$ cat src/rtl/acc_core_mc.sv
// Parametrised multi-cycle accumulator core with req/ack instruction and data memory ports.
// Optional performance counters are enabled by defining ACC_CORE_MC_PERF_CNT_EN.
module acc_core_mc #(
  parameter int unsigned W    = 8,
  parameter int unsigned D    = 12,
  parameter int unsigned NREG = 16
) (
  input  logic         clk,
  input  logic         reset,
  input  logic         start,
  output logic         done,
  output logic [D-1:0] pc,
  output logic         imem_req,
  output logic [D-1:0] imem_addr,
  input  logic [8:0]   imem_rdata,
  input  logic         imem_ack,
  output logic         dmem_req,
  output logic         dmem_we,
  output logic [W-1:0] dmem_addr,
  output logic [W-1:0] dmem_wdata,
  input  logic [W-1:0] dmem_rdata,
  input  logic         dmem_ack,
  output logic [31:0]  cyc_cnt,
  output logic [31:0]  ret_cnt
);

  localparam int unsigned IW = (NREG > 1) ? $clog2(NREG) : 1;

  typedef enum logic [2:0] {StIdle, StFetch, StExec, StMem, StHalt} state_e;

  state_e         state_q, state_d;
  logic [D-1:0]   pc_q, pc_d;
  logic [8:0]     ir_q;
  logic [W-1:0]   regs_q [NREG];
  logic           z_q, z_d, c_q, c_d;
  logic           ir_load, wr_en, upd_z, retire, restart;
  logic [3:0]     wr_idx;
  logic [W-1:0]   wr_val;

  logic           is_li;
  logic [3:0]     op, n;
  logic [W-1:0]   r0, rn, li_val;
  logic [W:0]     sum, diff;
  logic [D-1:0]   jr_off;

  assign is_li  = ir_q[8];
  assign op     = ir_q[7:4];
  assign n      = ir_q[3:0];
  assign r0     = regs_q[0];
  assign li_val = W'(ir_q[7:0]);
  assign sum    = {1'b0, r0} + {1'b0, rn};
  assign diff   = {1'b0, r0} - {1'b0, rn};
  assign jr_off = D'($signed(ir_q[3:0]));

  // Unimplemented register indices read as zero.
  always_comb begin
    rn = '0;
    if (32'(n) < NREG) rn = regs_q[n[IW-1:0]];
  end

  always_comb begin
    state_d  = state_q;
    pc_d     = pc_q;
    z_d      = z_q;
    c_d      = c_q;
    ir_load  = 1'b0;
    wr_en    = 1'b0;
    wr_idx   = 4'd0;
    wr_val   = r0;
    upd_z    = 1'b0;
    retire   = 1'b0;
    restart  = 1'b0;
    imem_req = 1'b0;
    dmem_req = 1'b0;
    done     = 1'b0;
    unique case (state_q)
      StIdle: if (start) state_d = StFetch;
      StFetch: begin
        imem_req = 1'b1;
        if (imem_ack) begin
          ir_load = 1'b1;
          state_d = StExec;
        end
      end
      StExec: begin
        pc_d    = pc_q + 1'b1;
        state_d = StFetch;
        retire  = 1'b1;
        if (is_li) begin
          wr_en  = 1'b1;
          wr_val = li_val;
          upd_z  = 1'b1;
        end else begin
          unique case (op)
            4'h0: begin wr_en = 1'b1; wr_idx = n; wr_val = r0; end
            4'h1: begin wr_en = 1'b1; wr_val = rn; upd_z = 1'b1; end
            4'h2: begin wr_en = 1'b1; wr_val = sum[W-1:0]; c_d = sum[W]; upd_z = 1'b1; end
            4'h3: begin wr_en = 1'b1; wr_val = diff[W-1:0]; c_d = ~diff[W]; upd_z = 1'b1; end
            4'h4: begin wr_en = 1'b1; wr_val = r0 & rn; upd_z = 1'b1; end
            4'h5: begin wr_en = 1'b1; wr_val = r0 ^ rn; upd_z = 1'b1; end
            4'h6: begin wr_en = 1'b1; wr_val = {r0[W-2:0], c_q}; c_d = r0[W-1]; upd_z = 1'b1; end
            4'h7: begin wr_en = 1'b1; wr_val = {c_q, r0[W-1:1]}; c_d = r0[0]; upd_z = 1'b1; end
            4'h8, 4'h9: begin state_d = StMem; retire = 1'b0; end
            4'hA: if (!z_q) pc_d = D'(rn);
            4'hB: if (z_q) pc_d = D'(rn);
            4'hC: pc_d = pc_q + jr_off;
            4'hD: c_d = 1'b0;
            4'hE: ;
            4'hF: begin pc_d = pc_q; state_d = StHalt; end
            default: ;
          endcase
        end
      end
      StMem: begin
        dmem_req = 1'b1;
        if (dmem_ack) begin
          state_d = StFetch;
          retire  = 1'b1;
          if (op == 4'h8) begin
            wr_en  = 1'b1;
            wr_val = dmem_rdata;
            upd_z  = 1'b1;
          end
        end
      end
      StHalt: begin
        done = 1'b1;
        if (start) begin
          pc_d    = '0;
          state_d = StFetch;
          restart = 1'b1;
        end
      end
      default: state_d = StIdle;
    endcase
    if (upd_z) z_d = (wr_val == '0);
  end

  always_ff @(posedge clk or negedge reset) begin
    if (!reset) begin
      state_q <= StIdle;
      pc_q    <= '0;
      ir_q    <= '0;
      z_q     <= 1'b0;
      c_q     <= 1'b0;
      for (int i = 0; i < int'(NREG); i++) regs_q[i] <= '0;
    end else begin
      state_q <= state_d;
      pc_q    <= pc_d;
      z_q     <= z_d;
      c_q     <= c_d;
      if (ir_load) ir_q <= imem_rdata;
      if (wr_en && (32'(wr_idx) < NREG)) regs_q[wr_idx[IW-1:0]] <= wr_val;
    end
  end

  assign pc         = pc_q;
  assign imem_addr  = pc_q;
  assign dmem_we    = (op == 4'h9);
  assign dmem_addr  = rn;
  assign dmem_wdata = r0;

`ifdef ACC_CORE_MC_PERF_CNT_EN
  logic [31:0] cyc_q, ret_q;

  always_ff @(posedge clk or negedge reset) begin
    if (!reset) begin
      cyc_q <= '0;
      ret_q <= '0;
    end else if (restart) begin
      cyc_q <= '0;
      ret_q <= '0;
    end else begin
      if (state_q != StIdle && state_q != StHalt) cyc_q <= cyc_q + 1'b1;
      if (retire) ret_q <= ret_q + 1'b1;
    end
  end

  assign cyc_cnt = cyc_q;
  assign ret_cnt = ret_q;
`else
  logic unused_perf;
  assign unused_perf = retire ^ restart;
  assign cyc_cnt     = '0;
  assign ret_cnt     = '0;
`endif

endmodule

$ cat config.mk
export PLATFORM = sky130hd
export DESIGN_NAME = acc_core_mc
export DESIGN_NICKNAME = d
export VERILOG_FILES = /design/src/rtl/acc_core_mc.sv
export SDC_FILE = /design/constraint.sdc
export NUM_CORES = 1
export LEC_CHECK = 0
export BUFFER_PORTS_ARGS = -buffer_cell sky130_fd_sc_hd__buf_2
export CAP_MARGIN = 40
export CORE_UTILIZATION = 55
export DETAILED_ROUTE_END_ITERATION = 16
export PLACE_DENSITY = 0.74
export SLEW_MARGIN = 10
export SYNTH_ARGS = -nofsm -noshare
export SYNTH_HDL_FRONTEND = slang
export SYNTH_SLANG_ARGS = --single-unit
$ cat constraint.sdc
create_clock -name clk -period 6.5 [get_ports clk]
set_input_delay 1.3 -clock clk [delete_from_list [all_inputs] [get_ports clk]]
set_output_delay 1.3 -clock clk [all_outputs]
set_load 0.02 [all_outputs]
# After elaboration in Yosys (flattened, before gate mapping)
# Index checks and enable logic that the tools add are counted.
# totals
ff_bits	154
wordCells	110
in_bits	22
out_inout_bits	108
# op_classes
bitwise	6
addsub	4
reduce_logical	13
muxes	40
eq_ne	23
order_cmp	3
# op_table
op	count
$bwmux 128	1
$pmux 8 s7	1
$mux 12	4
$mux 8	6
$pmux 12 s4	1
$bmux 8 s4	1
$demux 8 s4	1
$eq 4x4->1 const B	7
$pmux 12 s2	1
$eq 4x3->1 const B	4
$pmux 8 s2	1
$add 12x1->12 const B	1
$add 12x12->12	1
$mux 3	4
$mux 4	3
$pmux 3 s4	1
$mux 1	11
$ge 5x5->1 const B	2
$not 4->5	2
$add 8x8->9	1
$reduce_and 3->1	3
$sub 8x8->9	1
$and 8x8->8	1
$eq 4x2->1 const B	2
22 further kinds	28

# Logic depth before layout (Yosys ltp)
# logic_depth
ltp_word	10
depth_mapped	17
mapped_depth_nobuf	15

# Least setup slack after synthesis
# OpenSTA, ideal clock, no wires.
# synth_timing
path_type	reg-to-reg
start	register ir_q[1]
end	register z_q
required_time_ns	6.408
setup_time_ns	0.092
path_buffers	4
stages_incl_launch_ff	18
period_less_slack_ns	4.219
arrival_ns	4.127
setup_slack_ns	2.281
path_cell_list	dfrtp_1 -> buf_2 -> clkbuf_1 -> clkbuf_1 -> a211oi_1 -> a21oi_1 -> inv_1 -> ha_1 -> clkbuf_1 -> inv_2 -> o31ai_1 -> o221ai_1 -> nand2_1 -> a31oi_1 -> a21oi_1 -> o21ai_0 -> or4b_1 -> o31ai_2
# synth_between
elab_chain_len	9
elab_cells_between_ends	12
classes_between	2 x add/sub; 6 x mux; 3 x bitwise; 1 x reduce/logical
# synth_rtl
element	line_no	source
start: declaration	33	logic [8:0] ir_q;
start signal: assignment	152	if (ir_load) ir_q <= imem_rdata;
$not 4->5 (implied by the code) (*)	58	if (32'(n) < NREG) rn = regs_q[n[IW-1:0]];
$bmux 8 s4 (*)	58	
$mux 8 (implied by the code) (*) (2 in series)	58	
via dmem_addr[2]	19	output logic [W-1:0] dmem_addr,
$sub 8x8->9 (tied with other cells)	52	assign diff = {1'b0, r0} - {1'b0, rn};
$pmux 8 s7 (*)	94	unique case (op)
$mux 8 (*)	89	if (is_li) begin
$pmux 8 s2 (*)	76	unique case (state_q)
$logic_not 8->1 (*)	136	if (upd_z) z_d = (wr_val == '0);
end signal: assignment	150	z_q <= z_d;
end: declaration	35	logic z_q, z_d, c_q, c_d;
# Mark *: on every way through the listed nets, which the timed path passes. The rest lies on a longest branch. The select of a mux whose other input is x is not followed.
# A chain may end at the register's enable or synchronous reset.

# Worst setup path after layout
# layout_timing
start	register ir_q[2]
end	register z_q
# layout_between
elab_chain_len	9
elab_cells_between_ends	12
classes_between	2 x add/sub; 6 x mux; 3 x bitwise; 1 x reduce/logical
# layout_rtl
element	line_no
$not 4->5 (implied by the code)	58
$bmux 8 s4	58
$mux 8 (implied by the code) (2 in series)	58
$sub 8x8->9 (tied with other cells)	52
$pmux 8 s7	94
$mux 8 (*)	89
$pmux 8 s2 (*)	76
$logic_not 8->1 (*)	136
# Every way passes the cells marked *; elsewhere a longest branch is shown, timed or not. The select of a mux whose other input is x is not followed.

==> summary.txt <==
Floorplanning
  – Cell row count: 48
  – I/O pins: 130
  – Die X-Extent: 137 um
  – Chip height: 137 um
  – Die area: 18,700 um2
  – Core region area: 17,500 um2
  – Starting Density: 57.0%

Drt
  – Vias per inst: 6.07
  – Initial drt markers: 633
  – Routed Antenna Nets: 0
  – Drt drc: 0
  – Total routed wirelength: 24,800 um
  – Wire per inst: 20.6 um
  – Vias: 7,291
  – Drt pass-1 iters: 8

Critical path
  – CP peak stage delay: 700 ps
  – Crit Path Category: register to register
  – Worst Path Arrival: 5440 ps
  – CP most frequent cell: mux4_2
  – Crit path cell chain: buf_4, mux4_2, mux4_2, ha_1, fa_1, o31ai_1, and4b_1, o21ai_0, o211ai_1, a31oi_1, o21ai_2, or2_1, o31ai_2
  – CP required: 6810 ps
  – Critical Path End Type: register
  – Worst-path fanout max: 18
  – R2R depth: 13
  – Crit start category: register
  – Slowest stage cell, crit path: dfrtp_1

Pwr
  – Pleak: 4.80 nW
  – Tot Pwr: 5.54 mW
  – Combinational Power Share: 55.2%
  – PwrDens: 511 nW/um2
  – Clk pwr share: 18.9%
  – Int Pwr: 2.96 mW
  – P_sw: 2.58 mW
  – Flop pwr share: 25.9%
  – VDD IR max: 0.358 mV
  – Net Sw Frac: 46.5%

Synthesis
  – Top FF cell, synth: dfrtp_1
  – Count of cell types in the netlist: 66
  – Syn_area_per_cell: 10.8 um2
  – Post-synthesis async set-or-reset flop share: 100%
  – Largest cells by area after synthesis: dfrtp_1, mux2_2, mux4_2, buf_4, ha_1
  – Ys Warns: 0
  – Share of Yosys cell area claimed by the top area cell type: 38.7%
  – Number of synthesized flops with an enable pin: 0
  – Post-Synthesis Cells: 921
  – Register area share after synthesis: 38.7%
  – Synth area leader: dfrtp_1
  – Syn Std Cell Area: 9970 um2
  – Yosys reg bits: 154

Finish
  – Design area: 10,800 um2
  – Commonest non-fill, non-tap cell in the layout: dfrtp_1
  – Register area: 3850 um2
  – ANT cells: 0
  – # fillers: 1,404
  – Final Util: 62.0%
  – Nets@finish: 1,020
  – Most frequent cells in the layout: dfrtp_1, mux2_2, buf_2
  – Area grow syn2layout: 8.77%
  – Layout cells sized above 1: 30.5%
  – Multi-input gate area: 5380 um2

Timing
  – Worst Skew: 8.58 ps
  – Final hold vios: 0
  – Final setup viols: 0
  – RSZ-0062 raised after global routing: false
  – FMAX: 0.195 GHz
  – Slew Viols, Final: 0
  – Measured slew at the worst slew-check pin: 987 ps
  – Max-slew headroom: 33.7%
  – Sum Neg Setup Slack: 0 ps
  – Period Utilization, post-route: 78.9%
  – Hold Worst Slack: 492 ps
  – Min cycle time layout: 5130 ps

Clock tree
  – Post-CTS Resized: 0
  – Worst-path clk slew: 60 ps
  – CTS Buffer Depth: 2
  – CTS Buf Count: 17
  – CTS H-tree depth: 4
  – # hold bufs at CTS: 0
  – Clk sink count: 154
  – CTS tree: done
  – Worst-Skew Late Latency: 430 ps
  – Post-CTS setup buffers: 0
  – Root Buffer: clkbuf_16

GRT
  – Number of antenna violations at the first check in global routing: 0
  – Gr ovfl total: 0
  – Global-route wire length before repair: 39,100 um
  – Largest net degree at the start of global routing: 92
  – All-layer global routing usage: 28.0%
  – Vias in the first global route: 6,972

Placed design
  – PortBufs: 65
  – HPWL Detailed: 17,100 um
  – Placed cell areas: 10,200 um2
  – Routability Congestion: 0.903

Worst hold path
  – Hold Crit Depth: 1
  – Hold Path Class: register to register

Job
  – Max-cap violation count: 0

Status
  – Run status: finished clean
sequential cells by signal, indices dropped and copies added, names as in the netlist:
name and count:
regs_q 120, imem_addr 12, ir_q 9, dmem_wdata 8
state_q 3, c_q 1, z_q 1
cells by family (layout without fill, tap and decap cells):
logic type,after synthesis,in the layout,share of synthesized area (%)
AO/OA/AOI/OAI,171,171,11.5
XOR/XNOR,20,20,1.76
adder cells (fa/ha/maj),34,34,4.49
buffers and inverters,165,158,9.72
flip-flops,154,154,38.7
multiplexers,176,176,23.8
other,1,64,0.0376
AND/OR/NAND/NOR,200,200,10.0
layout make-up:
type,instances,share of cell area [%]
Multi-Input combinational cell,665,49.6
Sequential cell,154,35.6
Timing Repair Buffer,94,5.41
Clock buffer,19,3.99
Tap cell,225,2.60
Clock inverter,13,1.70
Inverter,32,1.11
cell usage after synthesis, drive strengths merged (7+ instances only):
master / count
nor2b: 17
dfrtp: 154
a31oi: 9
ha: 31
xor2: 8
a22oi: 8
a21o: 8
mux2i: 12
a222oi: 7
nand2: 58
buf: 98
nand2b: 15
mux4: 36
inv: 32
o211ai: 7
and2: 7
nand3: 19
nor2: 40
nor3: 12
clkbuf: 35
o21ai: 47
a21oi: 37
and3: 8
mux2: 128
xnor2: 12
routing by layer:
metal	global-route usage [%]	share of wire (%)	vias to the layer above	wire length, um
met3	4.63	6.4	43	1580
met2	44.1	48	319	11800
met1	39.2	44	3628	10800
met4	9.63	2.5	0	616
li1	-	-	3301	-
met5	0	0	-	0
critical path, delay by kind of cell, from the launching register on:
kind | cells | cell delay (ps)
flops | 1 | 700
mux | 2 | 1120
fa+ha+maj | 2 | 670
buf+inv | 1 | 380
compound gates | 6 | 1670
simple gates | 2 | 470
power groups by stage:
| stage | combinational [mW] | sequential [mW] | clock [mW] |
|---|---|---|---|
| floorplan | 2.40 | 1.28 | 0 |
| global placement | 2.92 | 1.46 | 0 |
| detailed placement | 3.01 | 1.44 | 0 |
| CTS | 3.02 | 1.43 | 1.06 |
| global route | 3.32 | 1.46 | 1.11 |
| finish | 3.06 | 1.43 | 1.05 |
through the flow:
| step | cells | worst slack (ps) |
|---|---|---|
| after detailed placement | 1169 | 1480 |
| after CTS | 1201 | 1420 |
| after global placement | 1154 | 1570 |
| after global routing | 1202 | 1160 |
| final | 1202 | 1370 |
| after floorplan | 984 | 2280 |
worst paths after layout:
kind                                         from                      end  slack [ps]
min reg2reg                regs_q[26]$_DFFE_PN0P_   regs_q[26]$_DFFE_PN0P_         490
max in group asynchronous                   reset  regs_q[109]$_DFFE_PN0P_        4410
min in group asynchronous                   reset      ir_q[5]$_DFFE_PN0P_         640
min                        regs_q[26]$_DFFE_PN0P_   regs_q[26]$_DFFE_PN0P_         490
max                           ir_q[2]$_DFFE_PN0P_          z_q$_DFFE_PN0P_        1370
max reg2reg                   ir_q[2]$_DFFE_PN0P_          z_q$_DFFE_PN0P_        1370
No activity file was read; power rests on OpenSTA's default activity.
